### config.mk
export PLATFORM = sky130hd
export DESIGN_NAME = conv_window_feeder
export DESIGN_NICKNAME = d
export VERILOG_FILES = /design/src/rtl/conv_window_feeder.sv
export SDC_FILE = /design/constraint.sdc
export NUM_CORES = 1
export LEC_CHECK = 0
export CAP_MARGIN = 20
export CORE_MARGIN = 2
export CORE_UTILIZATION = 40
export CTS_CLUSTER_DIAMETER = 150
export DETAILED_ROUTE_END_ITERATION = 8
export HOLD_SLACK_MARGIN = 0.1
export PLACE_DENSITY = 0.61
export SETUP_SLACK_MARGIN = 0.5
export SLEW_MARGIN = 20
export SYNTH_ARGS = -nofsm -noshare
export SYNTH_HDL_FRONTEND = slang
export SYNTH_SLANG_ARGS = --single-unit
### constraint.sdc
create_clock -name clk -period 33.9 [get_ports clk]
set_clock_uncertainty 0.15 [all_clocks]
set_input_delay 8.475 -clock clk [delete_from_list [all_inputs] [get_ports clk]]
set_output_delay 8.475 -clock clk [all_outputs]
set_load 0.02 [all_outputs]
### src/rtl/conv_window_feeder.sv
// Streams a raster feature map through K-1 line buffers and emits every KxK window
// (stride 1, no padding). Define CONV_FEEDER_WIN_COUNT_EN to add the win_count output.
module conv_window_feeder #(
  parameter int DATA_W = 16,
  parameter int K      = 5,
  parameter int IMG_W  = 8,
  parameter int IMG_H  = 8
) (
  input  logic                     clk,
  input  logic                     rst,
  input  logic signed [DATA_W-1:0] pix_in,
  input  logic                     pix_valid,
  output logic                     pix_ready,
  output logic signed [DATA_W-1:0] window [K-1:0][K-1:0],
  output logic                     window_valid,
  input  logic                     window_ready,
  output logic                     start,
  output logic                     frame_done
`ifdef CONV_FEEDER_WIN_COUNT_EN
  ,
  output logic [15:0]              win_count
`endif
);

  localparam int CW = $clog2(IMG_W);
  localparam int RW = $clog2(IMG_H);
  localparam logic [CW-1:0] COL_LAST      = CW'(IMG_W - 1);
  localparam logic [CW-1:0] COL_FIRST_WIN = CW'(K - 1);
  localparam logic [RW-1:0] ROW_LAST      = RW'(IMG_H - 1);
  localparam logic [RW-1:0] ROW_FILL_LAST = RW'(K - 2);
  localparam logic [RW-1:0] ROW_FIRST_WIN = RW'(K - 1);

  typedef enum logic [1:0] {S_FILL, S_ACTIVE, S_HOLD} state_e;

  state_e          state_q, state_d;
  logic [CW-1:0]   col_q, col_d;
  logic [RW-1:0]   row_q, row_d;
  logic            win_valid_q, win_valid_d;
  logic            win_last_q, win_last_d;
  logic            frame_done_q, frame_done_d;
  logic            win_phase;
  logic            accept, produce, handshake, row_end, frame_end;

  // lb_q[0] holds the oldest buffered row, lb_q[K-2] the row just above the current one.
  logic signed [DATA_W-1:0] lb_q    [K-1][IMG_W];
  logic signed [DATA_W-1:0] win_q   [K-1:0][K-1:0];
  logic signed [DATA_W-1:0] col_vec [K];

  assign pix_ready = !rst && !(win_valid_q && !window_ready);
  assign accept    = pix_valid && pix_ready;
  assign handshake = win_valid_q && window_ready;
  assign row_end   = (col_q == COL_LAST);
  assign frame_end = row_end && (row_q == ROW_LAST);
  assign produce   = accept && win_phase && (row_q >= ROW_FIRST_WIN) && (col_q >= COL_FIRST_WIN);

  // FSM: state register
  always_ff @(posedge clk or posedge rst) begin
    if (rst) state_q <= S_FILL;
    else     state_q <= state_d;
  end

  // FSM: next state
  always_comb begin
    // NOTE: every always_comb output gets a default first so no path can infer a latch.
    state_d = state_q;
    unique case (state_q)
      S_FILL:   if (accept && row_end && (row_q == ROW_FILL_LAST)) state_d = S_ACTIVE;
      S_ACTIVE: if (win_valid_q && !window_ready)                  state_d = S_HOLD;
                else if (handshake && win_last_q)                  state_d = S_FILL;
      S_HOLD:   if (window_ready) state_d = win_last_q ? S_FILL : S_ACTIVE;
      default:  state_d = S_FILL;
    endcase
  end

  // FSM: outputs
  always_comb begin
    win_phase = (state_q != S_FILL);
  end

  always_comb begin
    col_d = col_q;
    row_d = row_q;
    if (accept) begin
      col_d = row_end ? '0 : col_q + 1'b1;
      if (row_end) row_d = (row_q == ROW_LAST) ? '0 : row_q + 1'b1;
    end
    // A fresh window takes priority over retiring the one being handshaken.
    win_valid_d  = produce || (win_valid_q && !window_ready);
    win_last_d   = produce ? frame_end : win_last_q;
    frame_done_d = handshake && win_last_q;
  end

  always_ff @(posedge clk or posedge rst) begin
    // NOTE: sequential state uses non-blocking assignments so every register samples pre-edge values.
    if (rst) begin
      col_q        <= '0;
      row_q        <= '0;
      win_valid_q  <= 1'b0;
      win_last_q   <= 1'b0;
      frame_done_q <= 1'b0;
    end else begin
      col_q        <= col_d;
      row_q        <= row_d;
      win_valid_q  <= win_valid_d;
      win_last_q   <= win_last_d;
      frame_done_q <= frame_done_d;
    end
  end

  always_comb begin
    for (int k = 0; k < K - 1; k++) col_vec[k] = lb_q[k][col_q];
    col_vec[K-1] = pix_in;
  end

  // NOTE: line-buffer storage is deliberately not reset; rows are rewritten before any window uses them.
  always_ff @(posedge clk) begin
    if (accept) begin
      for (int k = 0; k < K - 2; k++) lb_q[k][col_q] <= lb_q[k+1][col_q];
      lb_q[K-2][col_q] <= pix_in;
    end
  end

  always_ff @(posedge clk or posedge rst) begin
    if (rst) begin
      for (int i = 0; i < K; i++)
        for (int j = 0; j < K; j++) win_q[i][j] <= '0;
    end else if (accept) begin
      for (int i = 0; i < K; i++) begin
        for (int j = 0; j < K - 1; j++) win_q[i][j] <= win_q[i][j+1];
        win_q[i][K-1] <= col_vec[i];
      end
    end
  end

`ifdef CONV_FEEDER_WIN_COUNT_EN
  logic [15:0] win_count_q;

  always_ff @(posedge clk or posedge rst) begin
    if (rst) win_count_q <= '0;
    else     win_count_q <= (frame_done_q ? 16'd0 : win_count_q) + {15'd0, handshake};
  end

  assign win_count = win_count_q;
`endif

  assign window       = win_q;
  assign window_valid = win_valid_q;
  assign start        = win_valid_q;
  assign frame_done   = frame_done_q;

endmodule
==> flow_summary.toml, run 1 <==
[place]
place_congestion = 0.845
portBuffers = 423
dp_hpwl_um = 59600

[hold_path]
whs_endpoint = "window[170]$_DFFE_PP0P_"
min_from = "window[170]$_DFFE_PP0P_"
whs_path_depth = 2
hold_class = "reg -> reg"

[critical_path]
cp.arrival_ns = 10.03
reg2reg_slack_ns = 29.53
worstRegToRegCells = 7
crit_fanout = 30
cp-end-kind = "output pin"
timing.rr.end = "window[385]$_DFFE_PP0P_"
setup.worst_path.start_class = "input pin"
worstPathRequired_ns = 25.28
critPathKind = "in -> out"
r2r-start = "start$_DFF_PP0_"

[floorplan]
core_um2 = 86600
ios = 424
fp.dieH_um = 300
start_util_pct = 40.3
rows = 108
die_area_um2 = 89700
fp.dieW_um = 300

[drt]
drcViolationCount = 0
route.detailed.wl_per_inst_um = 22.2
vias_per_cell = 5.17
num_vias = 22200
routed_wl_um = 95100
drtIter0Drc = 1960
antenna_left = 0
first_pass_iters = 6

[cts]
h-tree-depth = 3
path_clk_slew_ns = 0.06
clock_latency_ns = 0.65
cts_buffers = 92
cts.sinks = 923
cts_setup_buffers = 0
hold_buffers = 0
ctsResizeCount = 0
root_buffer = "clkbuf_16"
cts_buffer_depth = 3
cts_tree = "built"

[timing]
tightest_slew_ns = 1.15
fmax_ghz = 0.0536
finalHoldViolations = 0
setup_violations = 0
slew_violations = 0
rsz0062_at_grt = "false"
min_period_ns = 18.66
max-slew-margin-rel_pct = 22.8
totalNegativeSetupSlack_ns = 0
final.period_utilization_pct = 55.0

[synth]
ys.flop_type = "edfxtp_1"
synth-edff-count = 512
post_synth.cell_area_avg_um2 = 13.2
syn-cell-area_um2 = 34900
synth.distinct_cells = 56
netlist.top_cell.by_area = "edfxtp_1"
synth_top_area_share_pct = 44.0
syn_inst = 2648
ys_warn_count = 0
seq_area_frac_synth_pct = 73.5
synth_area_leaders = "edfxtp_1 (44%), dfrtp_1 (29%), nand2_1 (12%)"
ys_seq_elements = 923
synthArstFlopShare_pct = 44.5
synth_fp_nets = 2673

[grt]
antenna_found_initial = 5
grtUsageTotal_pct = 20.8
grt_pass1_vias = 21800
grt_pass1_wl_um = 142000
grt_max_degree = 109
overflow = 0

[layout]
seq_area_um2 = 25700
utilization_pct = 49.9
final_common_cell = "nand2_1"
final_cell_mix = "nand2_1 (1103), edfxtp_1 (512), clkdlybuf4s50_1 (423), dfrtp_1 (408), clkbuf_16 (95)"
areaGrowthSynthToFinish_pct = 23.7
multi_input_area_um2 = 8560
nFillCells = 7379
finalNetCount = 3080
drive_gt1_share_pct = 9.77

[power_and_ir_drop]
pwr_density_cell_nw_per_um2 = 86.7
leakage_nw = 17.5
peakVddDrop_uv = 39.7

[flow_run]
drv_cap = 0

[status]
outcome = "complete, no violations"
per-layer routing:
| metal | track usage [%] | vias to the layer above | share of wire (%) |
|---|---|---|---|
| met2 | 35.0 | 785 | 50 |
| met4 | 6.76 | 2 | 2.8 |
| met1 | 27.6 | 11200 | 41 |
| met3 | 3.65 | 137 | 6.7 |
| met5 | 0 | - | 0.014 |
| li1 | - | 10000 | - |
cells by family (layout without fill, tap and decap cells):
group / count (synthesis) / count (layout) / share of synthesized area (%)
AOI/OAI and AO/OA: 207 / 207 / 4.30
adders and majority gates: 5 / 5 / 0.179
buffers and inverters: 158 / 642 / 2.26
DFF: 923 / 923 / 73.5
muxes: 158 / 158 / 6.60
other: 0 / 1 / 0
and+or+nand+nor: 1197 / 1197 / 13.2
Yosys cell counts, drive strengths merged, types with 9 or more instances:
library cell	n
dfrtp	411
nor2	51
edfxtp	512
a221oi	27
o22a	10
a21oi	17
o21ai	23
buf	104
clkbuf	48
mux2	53
o2bb2ai	9
mux4	52
a31oi	50
a22oi	20
nand2	1103
o211ai	10
mux2i	53
layout make-up:
type	instances	share of cell area, %
diodes	1	0.00579
flip-flops and latches	923	59.4
inverters	6	0.0695
multi-input cells	1567	19.8
well taps	1155	3.34
repair buffers	465	10.6
clock inverters	33	0.434
clock buffers	138	6.36
report_power, final:
group          internal, mW  total (mW)  switching, mW
Clock                 0.560       0.980          0.420
Combinational         0.438        1.12          0.681
Sequential             1.47        1.65          0.172
Total                  2.47        3.75           1.27
through the flow:
| step | hold WS, ns | total power, mW | cells | instance area [um^2] | setup WS, ns |
|---|---|---|---|---|---|
| after global routing | 0.347 | 3.91 | 4287 | 43200 | 15.17 |
| after global placement | 0.306 | 2.77 | 4115 | 40200 | 15.20 |
| after floorplan | 0.304 | 2.23 | 2648 | 34900 | 7.38 |
| after CTS | 0.327 | 3.78 | 4286 | 43200 | 15.22 |
| final | 0.324 | 3.75 | 4288 | 43200 | 15.24 |
| after detailed placement | 0.311 | 2.79 | 4115 | 40200 | 15.23 |
sequential cells by signal, summed over array words and instances, names as in the netlist:
name        count
window        400
start           1
win_last_q      1
col_q           3
frame_done      1
lb_q          512
state_q         2
row_q           3
worst max-delay path, stage by stage:
cell and delay (ns):
clkdlybuf4s50_1 0.50, inv_8 0.25, and2_1 0.17, clkdlybuf4s50_1 0.60
worst max-delay path by stage:
stage,startpoint,to,slack [ns],cells past startpoint
6_report,rst,pix_ready,15.24,4
3_5_place_dp,rst,pix_ready,15.23,4
3_3_place_gp,rst,pix_ready,15.20,4
5_1_grt,rst,pix_ready,15.17,4
2_1_floorplan,rst,pix_ready,7.38,2
4_1_cts,rst,pix_ready,15.22,4
Power figures use the tool's default switching activity.
==> inputs of run 2 (changes only) <==
==> constraint.sdc (replaced) <==
create_clock -name clk -period 18.1 [get_ports clk]
set_clock_uncertainty 0.15 [all_clocks]
set_input_delay 4.525 -clock clk [delete_from_list [all_inputs] [get_ports clk]]
set_output_delay 4.525 -clock clk [all_outputs]
set_load 0.02 [all_outputs]
==> run 2 against run 1 <==
  * Worst hold slack about the same
  * Die area stayed put
  * Sequential share of layout area is 0.18 points lower
  * Sequential cell count unchanged
  * Combinational power grew 88%
  * First-iteration DRC count increased by 4.5%
  * Setup slack got worse by 8.2 ns
  * Non-clock buffer count decreased by 8
  * Register-to-register slack lost 16 ns
  * Sequential power rose by 87%
  * Critical path type unchanged
  * Critical endpoint unchanged
  * Largest power group unchanged
==> flow_summary.toml, run 2 (same netlist as run 1, synthesis figures left out) <==
[timing]
min_period_ns = 11.05
rsz0062_at_grt = "false"
max-slew-margin-rel_pct = 14.5
slew_violations = 0
setup_violations = 0
final.period_utilization_pct = 61.0
totalNegativeSetupSlack_ns = 0
fmax_ghz = 0.0905
tightest_slew_ns = 1.28
finalHoldViolations = 0

[place]
numPlacedInstances = 4108
place_congestion = 0.842
dp_hpwl_um = 59000
portBuffers = 423

[drt]
first_pass_iters = 5
antenna_left = 0
num_vias = 22100
drtIter0Drc = 2048
route.detailed.wl_per_inst_um = 22.1
routed_wl_um = 94300
drcViolationCount = 0
vias_per_cell = 5.17

[layout]
finalNetCount = 3072
areaGrowthSynthToFinish_pct = 24.1
nFillCells = 7430
largest-register = "lb_q"
final_cell_mix = "nand2_1 (1103), edfxtp_1 (512), clkdlybuf4s50_1 (423), dfrtp_1 (408), clkbuf_16 (97)"
instances_no_fill = 4278
final_common_cell = "nand2_1"
largest_reg_flops = 512
drive_gt1_share_pct = 9.70
antennaDiodeCount = 0

[critical_path]
worstPathRequired_ns = 13.43
cp_top_family = "buffers and inverters"
critPathBufInv = 3
cp-end-kind = "output pin"
cpPeakStageDelay_ns = 0.54
setup.worst_path.start_class = "input pin"
critPathKind = "in -> out"
path_cells = "clkdlybuf4s50_1, clkinvlp_4, and2_1, clkdlybuf4s50_1"
crit_top_cell = "clkdlybuf4s50_1"
crit_slowest_cell = "clkdlybuf4s50_1"
crit_fanout = 17
reg2reg_slack_ns = 13.51
cp.arrival_ns = 6.37

[grt]
grt_max_degree = 235
antenna_found_initial = 2
grt_pass1_vias = 22000
grtUsageTotal_pct = 20.8
met2_usage_pct = 34.3
met1_usage_pct = 28.0
gr-max-usage-layer = "met2"
grt_pass1_wl_um = 142000
grtUsageMet3_pct = 3.83
overflow = 0

[power_and_ir_drop]
leakage_nw = 17.5
switching_share_pct = 33.6
pwr-share-clk_pct = 27.1
total_power_mw = 7.11
peakVddDrop_uv = 76.0
power.net_switching_mw = 2.39
pwr-share-comb_pct = 29.6
seq_power_share_pct = 43.3
internal-power_mw = 4.72
pwr_density_cell_nw_per_um2 = 164

[cts]
cts_setup_buffers = 0
cts.sinks = 923
path_clk_slew_ns = 0.06
clock_latency_ns = 0.64
root_buffer = "clkbuf_16"
cts_buffer_depth = 3
hold_buffers = 0
cts_tree = "built"
cts_buffers = 92
h-tree-depth = 3
ctsResizeCount = 0

[floorplan]
ios = 424
fp.dieW_um = 300
fp.dieH_um = 300
die_area_um2 = 89700
start_util_pct = 40.3
core_um2 = 86600
rows = 108

[status]
outcome = "complete, no violations"

[hold_path]
hold_class = "reg -> reg"

[flow_run]
drv_cap = 0
## run 2: metal layers
layer	part of all wire [%]	vias to the layer above
met1	42	11200
met3	6.4	149
met4	2.8	4
met5	0.027	-
li1	-	9996
met2	49	727
## run 2: power groups by stage
stage	Sequential (mW)	Combinational, mW	Clock (mW)
after floorplan	3.30	0.877	0
after global placement	3.11	2.08	0
after detailed placement	3.12	2.11	0
after CTS	3.08	2.12	1.96
after global routing	3.13	2.25	2.05
final	3.08	2.11	1.93
## run 2: path summary, 6_finish.rpt
kind / startpoint / endpoint / cells after the start
setup / recovery: rst / pix_ready / 4
setup reg to reg: col_q[1]$_DFFE_PP0P_ / lb_q[2][91]$_DFFE_PP_ / 5
min in group asynchronous: rst / window[69]$_DFFE_PP0P_ / 2
max in group asynchronous: rst / window[0]$_DFFE_PP0P_ / 4
hold reg to reg: window[325]$_DFFE_PP0P_ / window[325]$_DFFE_PP0P_ / 2
hold / removal: window[325]$_DFFE_PP0P_ / window[325]$_DFFE_PP0P_ / 2
## run 2: worst min-delay path, cell delays in order (launching register included)
cell and delay (ns):
dfrtp_1 0.34, nand2_1 0.05, nand2_1 0.06
## run 2: final cells by class
type | instances | area, um^2 | share of cell area (%)
timing repair buffer | 457 | 4550 | 10.5
tap | 1155 | 1450 | 3.33
clock buffer | 137 | 2730 | 6.29
inverter | 6 | 26.3 | 0.0606
multi-input combinational | 1567 | 8570 | 19.8
clock inverter | 33 | 364 | 0.840
sequential | 923 | 25700 | 59.2
## run 2: metrics by stage
step / setup slack, ns / instance area, um^2 / util (%) / hold WS (ns)
2_1_floorplan: 2.08 / 34900 / - / 0.304
3_3_place_gp: 6.97 / 40200 / 46.4 / 0.307
3_5_place_dp: 7.00 / 40200 / 46.5 / 0.312
4_1_cts: 6.99 / 43300 / 50.0 / 0.326
5_1_grt: 6.98 / 43300 / 50.0 / 0.346
6_report: 7.05 / 43300 / 50.0 / 0.324
==> inputs of run 3 (changes only) <==
==> constraint.sdc (replaced) <==
create_clock -name clk -period 10.56 [get_ports clk]
set_clock_uncertainty 0.15 [all_clocks]
set_input_delay 2.64 -clock clk [delete_from_list [all_inputs] [get_ports clk]]
set_output_delay 2.64 -clock clk [all_outputs]
set_load 0.02 [all_outputs]
==> run 3 against run 2 <==
  * Non-clock buffer count is the same
  * Design area is essentially flat
  * First-iteration DRC count shrank 3.8%
  * Die area is the same
  * Register-to-register slack lost 7.4 ns
  * Final cell count is essentially flat
  * Critical path depth is the same
  * Via count is essentially flat
  * Critical path type unchanged
  * Highest routed layer unchanged
==> flow_summary.toml, run 3 (same netlist as run 1, synthesis figures left out) <==
[cts]
cts_setup_buffers = 0
root_buffer = "clkbuf_16"
h-tree-depth = 3
ctsResizeCount = 0
clock_latency_ns = 0.65
cts.sinks = 923
cts_buffers = 91
cts_tree = "built"
hold_buffers = 0
cts_buffer_depth = 3
path_clk_slew_ns = 0.06

[critical_path]
critPathBufInv = 2
cp_top_family = "buffers and inverters"
cpPeakStageDelay_ns = 0.61
crit_top_cell = "clkdlybuf4s50_1"
cp-end-kind = "output pin"
crit_slowest_cell = "clkdlybuf4s50_1"
crit_fanout = 5
path_cells = "clkdlybuf4s50_1, nand2b_1, and2_1, clkdlybuf4s50_1"
cp.arrival_ns = 4.25
setup.worst_path.start_class = "input pin"
critPathKind = "in -> out"
worstPathRequired_ns = 7.77

[grt]
grt_pass1_vias = 22200
antenna_found_initial = 6
grt_pass1_wl_um = 142000
grt_max_degree = 207
overflow = 0
grtUsageTotal_pct = 21.0

[drt]
num_vias = 22100
antenna_left = 0
drtIter0Drc = 1970
drcViolationCount = 0
route.detailed.wl_per_inst_um = 22.3
vias_per_cell = 5.18
first_pass_iters = 5
routed_wl_um = 95200

[floorplan]
rows = 108
start_util_pct = 40.3
fp.dieW_um = 300
ios = 424
core_um2 = 86600
fp.dieH_um = 300
die_area_um2 = 89700

[power_and_ir_drop]
peakVddDrop_uv = 189
pwr_density_cell_nw_per_um2 = 281
total_power_mw = 12.2
leakage_nw = 17.5

[hold_path]
hold_class = "reg -> reg"

[layout]
largest-register = "lb_q"
drive_gt1_share_pct = 9.74
nFillCells = 7325
final_cell_mix = "nand2_1 (1102), edfxtp_1 (512), clkdlybuf4s50_1 (423), dfrtp_1 (408), clkbuf_16 (94)"
final_common_cell = "nand2_1"
finalNetCount = 3071
instances_no_fill = 4277
areaGrowthSynthToFinish_pct = 24.1
postLayoutCellArea_um2 = 43400
largest_reg_flops = 512

[timing]
final.period_utilization_pct = 66.7
max-slew-margin-rel_pct = 22.4
slew_violations = 0
min_period_ns = 7.04
finalHoldViolations = 0
setup_violations = 0
rsz0062_at_grt = "false"
totalNegativeSetupSlack_ns = 0
tightest_slew_ns = 1.16
fmax_ghz = 0.142
whs_ns = 0.322

[place]
place_congestion = 0.811
placed_cell_area_um2 = 40300
dp_hpwl_um = 59900
numPlacedInstances = 4107
portBuffers = 423

[flow_run]
drv_cap = 0

[status]
outcome = "complete, no violations"
run 3: changes by cell type in the layout (fill, tap and decap cells not counted), sizes merged:
cell	previous run	this run
bufinv	7	5
diode	0	1
inv	6	7
clkinv	24	19
clkbuf	137	142
buf	34	33
run 3: power by group:
| group | leakage (nW) | switching (mW) | internal (mW) |
|---|---|---|---|
| clock | 1.50 | 1.35 | 1.92 |
| combinational | 6.24 | 2.22 | 1.41 |
| sequential | 9.80 | 0.562 | 4.73 |
run 3: stage by stage:
step	utilization, %	setup WS (ns)
5_1_grt	50.1	3.47
3_5_place_dp	46.5	3.23
3_3_place_gp	46.5	3.29
4_1_cts	50.0	3.49
6_report	50.1	3.52
2_1_floorplan	-	-1.69
run 3: final cells by class:
class	instances	area, um^2	share of cell area, %
Clock buffer	141	2760	6.36
Timing Repair Buffer	457	4560	10.5
Sequential cell	923	25700	59.2
Inverter	6	26.3	0.0606
Tap cell	1155	1450	3.33
Clock inverter	27	290	0.670
Antenna cell	1	2.50	0.00577
Multi-Input combinational cell	1567	8610	19.8
run 3: path summary, 6_finish.rpt:
kind	start	cells past startpoint	endpoint	slack (ns)
min in group asynchronous	rst	3	window[119]$_DFFE_PP0P_	2.57
max	window_ready	4	pix_ready	3.52
min	window[254]$_DFFE_PP0P_	2	window[254]$_DFFE_PP0P_	0.32
max reg2reg	col_q[1]$_DFFE_PP0P_	7	window[157]$_DFFE_PP0P_	6.10
min reg2reg	window[254]$_DFFE_PP0P_	2	window[254]$_DFFE_PP0P_	0.32
max in group asynchronous	rst	5	window[388]$_DFFE_PP0P_	5.48
run 3: worst register-to-register path, stage by stage, from the launching register on:
cell and delay (ns):
dfrtp_4 0.81, buf_4 0.68, buf_4 0.74, nor2b_1 0.65, buf_4 0.28, a22oi_1 0.10, o211ai_1 0.71, mux2_2 0.29
run 3: per-layer routing:
layer  track usage [%]  wire, um
met5                 0        19
met2              35.3     47000
met3              3.83      6410
met4              7.50      2960
met1              27.3     38800
